--- src/rtl/store_hist_ring.sv ---
// ============================================================================
//  store_hist_ring
//  Four-entry {addr, data} ring of recent stores with newest-relative readout.
//  Rev 1.0
// ============================================================================
`default_nettype none

module store_hist_ring (
    input  wire logic        clk,
    input  wire logic        reset,
    input  wire logic        wr_en,
    input  wire logic [31:0] wr_addr,
    input  wire logic [31:0] wr_data,
    input  wire logic [1:0]  rd_idx,
    output logic      [31:0] rd_addr,
    output logic      [31:0] rd_data,
    output logic             rd_valid
);

    logic [3:0][31:0] r_addr;
    logic [3:0][31:0] r_data;
    logic [3:0]       r_valid;
    logic [1:0]       r_wptr;
    logic [1:0]       w_rd_slot;

    always_ff @(posedge clk or posedge reset) begin
        if (reset) begin
            r_addr  <= '0;
            r_data  <= '0;
            r_valid <= '0;
            r_wptr  <= 2'd0;
        end else if (wr_en) begin
            r_addr[r_wptr]  <= wr_addr;
            r_data[r_wptr]  <= wr_data;
            r_valid[r_wptr] <= 1'b1;
            r_wptr          <= r_wptr + 2'd1;
        end
    end

    // 2-bit arithmetic gives the mod-4 wrap: idx 0 is the slot just written.
    assign w_rd_slot = r_wptr - 2'd1 - rd_idx;
    assign rd_valid  = r_valid[w_rd_slot];
    assign rd_addr   = rd_valid ? r_addr[w_rd_slot] : 32'd0;
    assign rd_data   = rd_valid ? r_data[w_rd_slot] : 32'd0;

endmodule

`default_nettype wire

--- config.mk ---
export PLATFORM = sky130hd
export DESIGN_NAME = store_hist_ring
export DESIGN_NICKNAME = d
export VERILOG_FILES = /design/src/rtl/store_hist_ring.sv
export SDC_FILE = /design/constraint.sdc
export NUM_CORES = 1
export LEC_CHECK = 0
export CAP_MARGIN = 10
export CORE_MARGIN = 1.5
export CORE_UTILIZATION = 50
export CTS_BUF_LIST = sky130_fd_sc_hd__clkbuf_8
export DETAILED_ROUTE_END_ITERATION = 12
export HOLD_SLACK_MARGIN = 0.02
export PLACE_DENSITY = 0.8
export SLEW_MARGIN = 10
export SYNTH_ARGS = -nofsm -noshare
export SYNTH_HDL_FRONTEND = slang
export SYNTH_SLANG_ARGS = --single-unit
--- constraint.sdc ---
create_clock -name clk -period 10.18 [get_ports clk]
set_input_delay 2.036 -clock clk [delete_from_list [all_inputs] [get_ports clk]]
set_output_delay 2.036 -clock clk [all_outputs]
set_load 0.1 [all_outputs]
==> results of run 1 <==
kinds of logic (layout without fill, tap and decap cells):
family                   Yosys count  count (layout)  share of synthesized area
AO/OA/AOI/OAI                    130             130                     0.0640
XOR/XNOR                           2               2                    0.00253
adder cells (fa/ha/maj)            5               5                    0.00507
buffers and inverters             87             219                     0.0387
flip-flops                       262             262                      0.531
multiplexers                     321             321                      0.293
AND/OR/NAND/NOR                  138             138                     0.0660
synth_stat cells:
library cell  number
dfrtp_1          262
clkbuf_1          17
a2bb2oi_1         23
a21oi_1            1
xor2_1             1
o21ai_1            9
buf_2             52
nor2b_1            1
xnor3_1            1
inv_1              5
nor3_2             1
nand3_1           64
nand2b_1           4
nand2_1           28
mux2_2           321
a31oi_1           39
buf_4              3
and2_1             1
buf_6             10
ha_1               5
a22oi_1            2
and3b_1           39
o21ai_0           56
worst max-delay path, delay by kind of cell:
kind                     cells  cell delay (ps)
buffers and inverters        4             2280
XOR/XNOR                     1              810
adder cells (fa/ha/maj)      1              150
AO/OA/AOI/OAI                1              140
AND/OR/NAND/NOR              1              130
worst paths after layout:
| kind | startpoint | endpoint | slack [ps] | cells past startpoint |
|---|---|---|---|---|
| max in group asynchronous | reset | r_addr[113]$_DFFE_PP0P_ | 6610 | 3 |
| worst min-delay path | r_valid[2]$_DFFE_PP0P_ | r_valid[2]$_DFFE_PP0P_ | 460 | 1 |
| min in group asynchronous | reset | r_data[39]$_DFFE_PP0P_ | 2130 | 2 |
| worst max register to register | r_wptr[0]$_DFFE_PP0P_ | r_addr[83]$_DFFE_PP0P_ | 8030 | 4 |
| worst max-delay path | rd_idx[0] | rd_data[2] | 2530 | 8 |
| worst min register to register | r_valid[2]$_DFFE_PP0P_ | r_valid[2]$_DFFE_PP0P_ | 460 | 1 |
cell type report:
cell class,count,area [um^2]
well taps,324,405
fillers,1935,9700
flip-flops and latches,262,6560
multi-input cells,596,5360
repair buffers,143,1410
inverters,5,26.3
clock inverters,19,77.6
clock buffers,52,716
flip-flops by register name, indices dropped and copies added, names as in the netlist:
signal	cells
r_addr	128
r_data	128
r_valid	4
r_wptr	2
layer usage:
metal / track usage / part of all wire
met1: 0.299 / 0.46
met2: 0.354 / 0.48
met3: 0.0387 / 0.046
met4: 0.0599 / 0.018
met5: 0 / 0
per-stage QoR:
stage	setup WS (ps)	std cells	hold slack, ps	util	instance area [um^2]
after floorplan	932	945	428	-	12300
after global placement	2650	1330	446	0.567	13800
after detailed placement	2580	1330	449	0.567	13800
after CTS	2550	1401	466	0.600	14500
after global routing	2380	1401	488	0.600	14500
final	2530	1401	463	0.600	14500
==> metrics.md, run 1 <==
| Metric | Value |
|---|---|
| Diodes inserted | `0` |
| Commonest non-fill, non-tap cell in the layout | `mux2_2` |
| Area Growth Syn to Fin | `17.8%` |
| Skew-Pair Late Insertion Delay | `approximately 540 ps` |
| Number of port buffers | `approximately 130` |
| Largest area contributor in the netlist | `dfrtp_1` |
| Hold Path Class | `flip-flop to flip-flop` |
| Routed WL per cell | `roughly 20 um` |
| Critical-path cell list | `clkdlybuf4s50_1, inv_1, ha_4, xnor3_4, buf_4, nand3_1, o21ai_1, clkdlybuf4s50_1` |
| Die extent in x | `about 160 um` |
| DR iter-0 viols | `between 400 and 500` |
| Top fanout value on the critical path | `about 80` |
| Worst Clk Skew | `13.3 ps` |
| CTS tree | `done` |
| Clock sink count | `~260` |
| GRT overflow | `0` |
| Status | `completed` |
| Detail Route Antenna Nets | `0` |
| Detailed Place HPWL | `15.6 mm` |
| Critical path data required time | `8140 ps` |
| Vias in the first global route | `8,313` |
| Core footprint | `approximately 0.024 mm^2` |
| Post-Synthesis Cell Area | `between 0.01 and 0.015 mm^2` |
| Root Buffer | `clkbuf_8` |
| FP Rows | `57` |
| Clk buf depth | `3` |
| Post-cts sizing count | `0` |
| Syn Inst Count | `945` |
| Fin Setup TNS | `0 ps` |
| Worst Setup Start Kind | `input pin` |
| H-tree Lvls | `2` |
| Setup violators final | `0` |
| Slew margin rel. | `0.289` |
| Via-per-instance ratio | `5.70` |
| Seq/Total Area, Yosys | `0.531` |
| Critical path's most frequent cell | `clkdlybuf4s50_1` |
| Synthesized netlist net count | `1,019` |
| Final Hold Viols | `0` |
| Starting Density | `0.509` |
| Pin count of the biggest net entering global routing | `143` |
| Most frequent cells in the layout | `321 x mux2_2, 261 x dfrtp_1, 133 x clkdlybuf4s50_1, 64 x nand3_1, 56 x o21ai_0` |
| Gr usage total | `0.217` |
| Max Freq | `131 MHz` |
| DRC Markers | `0` |
| Number of synthesized register bits | `roughly 260` |
| Layout Nets | `between 1,000 and 1,500` |
| CP max stage cell | `clkdlybuf4s50_1` |
| Slew Limit Fails | `0` |
| Setup Buffers After CTS | `0` |
| Library cells used by synthesis | `23` |
| Slowest stage delay, CP | `1170 ps` |
| Min cycle time layout | `approximately 7700 ps` |
| Global-route wire length before repair | `about 45 mm` |
| Layout cell share with drive strength beyond 1 | `0.369` |
| Share of the synthesized area in the top cell type | `0.531` |
| Worst Tran Pin Value | `around 1100 ps` |
| Synth Warn # | `0` |
| Drt first pass iters | `5` |
| Avg Inst Size Synth | `13.1 um^2` |
| Placer congestion estimate | `0.729` |
| Initial antenna violation count | `0` |
| Die Height | `approximately 160 um` |
| Boundary Pins | `134` |
| Maximum Capacitance Violations | `0` |
| CP Capture Type | `primary output` |
| Clk slew on worst S/H paths | `60 ps` |
| Cts hold-fix bufs | `0` |
| Top cells by area, synth | `dfrtp_1 53%, mux2_2 29%, and3b_1 2.8%` |
| Vias post-DR | `~8,000` |
| Unrepaired setup endpoints after global routing | `no` |
| Die Area | `~0.026 mm^2` |
| Final period utilization | `0.752` |
| WL final | `approximately 27 mm` |
| Crit path kind | `input pin to primary output` |
| CTS Buf Count | `43` |
| CP arrival | `about 5600 ps` |
Power of run 1 is not shown: default switching activity piles up to over one toggle a cycle in this logic, so the estimate is an artifact.
==> run 2: changes to the inputs <==
PLACE_DENSITY = 0.83   (was 0.8)
clock period = 6.65 ns   (was 10.18 ns; I/O delays follow)
==> metrics.md, run 2 (same netlist as run 1, synthesis figures left out) <==
| Metric | Value |
|---|---|
| Boundary Pins | `134` |
| Detailed Place HPWL | `about 16 mm` |
| Clk slew on worst S/H paths | `60 ps` |
| Layout Nets | `roughly 1,100` |
| Initial antenna violation count | `1` |
| Slew Limit Fails | `0` |
| Die extent in x | `between 150 and 200 um` |
| Filler instances | `between 1,500 and 2,000` |
| Final Hold Viols | `0` |
| Regs by FF count | `r_addr (128), r_data (128), r_valid (4)` |
| Worst Tran Pin Value | `about 1100 ps` |
| Root Buffer | `clkbuf_8` |
| Maximum Capacitance Violations | `0` |
| Worst Clk Skew | `approximately 17 ps` |
| FP Rows | `between 50 and 60` |
| Hold WS | `between 400 and 500 ps` |
| Most frequent cells in the layout | `321 x mux2_2, 261 x dfrtp_1, 69 x buf_12, 68 x clkdlybuf4s50_1, 64 x nand3_1` |
| Setup violators final | `0` |
| Worst Setup Start Kind | `input pin` |
| Skew-Pair Late Insertion Delay | `around 540 ps` |
| Drt first pass iters | `4` |
| H-tree Lvls | `2` |
| Number of port buffers | `approximately 130` |
| GRT overflow | `0` |
| Crit path kind | `input pin to primary output` |
| Die Area | `0.0256 mm^2` |
| Clk buf depth | `3` |
| Detail Route Antenna Nets | `0` |
| Status | `completed` |
| Diodes inserted | `0` |
| Cts hold-fix bufs | `0` |
| Max Freq | `180 MHz` |
| DR iter-0 viols | `between 400 and 500` |
| Fin Setup TNS | `0 ps` |
| Layout cell share with drive strength beyond 1 | `0.428` |
| Final period utilization | `0.835` |
| CP Capture Type | `primary output` |
| Clock sink count | `262` |
| Hold Path Class | `flip-flop to flip-flop` |
| Vias in the first global route | `about 8,600` |
| Vias post-DR | `around 8,100` |
| Area Growth Syn to Fin | `24.0%` |
| Pre-CTS WS | `roughly 1100 ps` |
| Unrepaired setup endpoints after global routing | `no` |
| Global-route wire length before repair | `roughly 45 mm` |
| WL final | `roughly 28 mm` |
| Pin count of the biggest net entering global routing | `roughly 140` |
| Core footprint | `between 0.02 and 0.025 mm^2` |
| Die Height | `about 160 um` |
| Setup Buffers After CTS | `0` |
| Via-per-instance ratio | `a little under 6` |
| Min cycle time layout | `between 5000 and 6000 ps` |
| Routed WL per cell | `19.7 um` |
| Post-route setup slack | `1090 ps` |
| Critical path data required time | `around 5300 ps` |
| Top fanout value on the critical path | `38` |
| Starting Density | `0.509` |
| CTS Buf Count | `44` |
| Placer congestion estimate | `around 0.75` |
| Post-cts sizing count | `0` |
| Slew margin rel. | `0.285` |
| CP arrival | `around 4200 ps` |
| Commonest non-fill, non-tap cell in the layout | `mux2_2` |
| CTS tree | `done` |
| DRC Markers | `0` |
| Gr usage total | `0.220` |
run 2: cell count changes in the layout (fill, tap and decap cells not counted), sizes merged:
cell	previous run	this run
clkinvlp	0	4
clkinv	5	2
inv	19	25
clkdlybuf4s50	133	68
clkbuf	52	54
buf	10	76
run 2: area by class of cell:
cell class / count / area (um^2) / area share
Clock inverter: 26 / 111 / 0.00727
Multi-Input combinational cell: 596 / 5360 / 0.350
Sequential cell: 262 / 6560 / 0.428
Timing Repair Buffer: 144 / 2110 / 0.138
Tap cell: 324 / 405 / 0.0265
Inverter: 5 / 22.5 / 0.00147
Clock buffer: 54 / 743 / 0.0485
run 2: critical path, stage by stage:
cell and delay, ps:
clkdlybuf4s50_1 470, inv_1 70, ha_4 610, buf_4 400, and2_1 290, buf_4 320, a2bb2oi_1 100, o21ai_0 360
buf_12 230
run 2: final timing paths:
path                            slack, ps  cells after the start                      to              startpoint
worst min-delay path                  470                      1  r_valid[2]$_DFFE_PP0P_  r_valid[2]$_DFFE_PP0P_
worst min register to register        470                      1  r_valid[2]$_DFFE_PP0P_  r_valid[2]$_DFFE_PP0P_
worst max-delay path                 1090                      9             rd_data[24]               rd_idx[0]
min in group asynchronous            1190                      2  r_data[47]$_DFFE_PP0P_                   reset
max in group asynchronous            4300                      3  r_valid[0]$_DFFE_PP0P_                   reset
worst max register to register       4440                      4  r_addr[91]$_DFFE_PP0P_   r_wptr[0]$_DFFE_PP0P_
run 2: routing by layer:
layer | up-vias | share of wire | global-route usage | routed length [um]
li1 | 3678 | - | - | -
met1 | 4224 | 0.44 | 0.286 | 12100
met2 | 191 | 0.49 | 0.372 | 13700
met3 | 52 | 0.048 | 0.0416 | 1330
met4 | 2 | 0.022 | 0.0726 | 624
met5 | - | 0.00061 | 0 | 17
run 2: stage by stage:
stage,instance area (um^2),std cells,util
6_report,15300,1411,0.632
5_1_grt,15300,1411,0.632
4_1_cts,15300,1411,0.632
3_5_place_dp,14500,1331,0.596
3_3_place_gp,14500,1331,0.596
2_1_floorplan,12400,945,-
Power of run 2 is left out for the same reason.
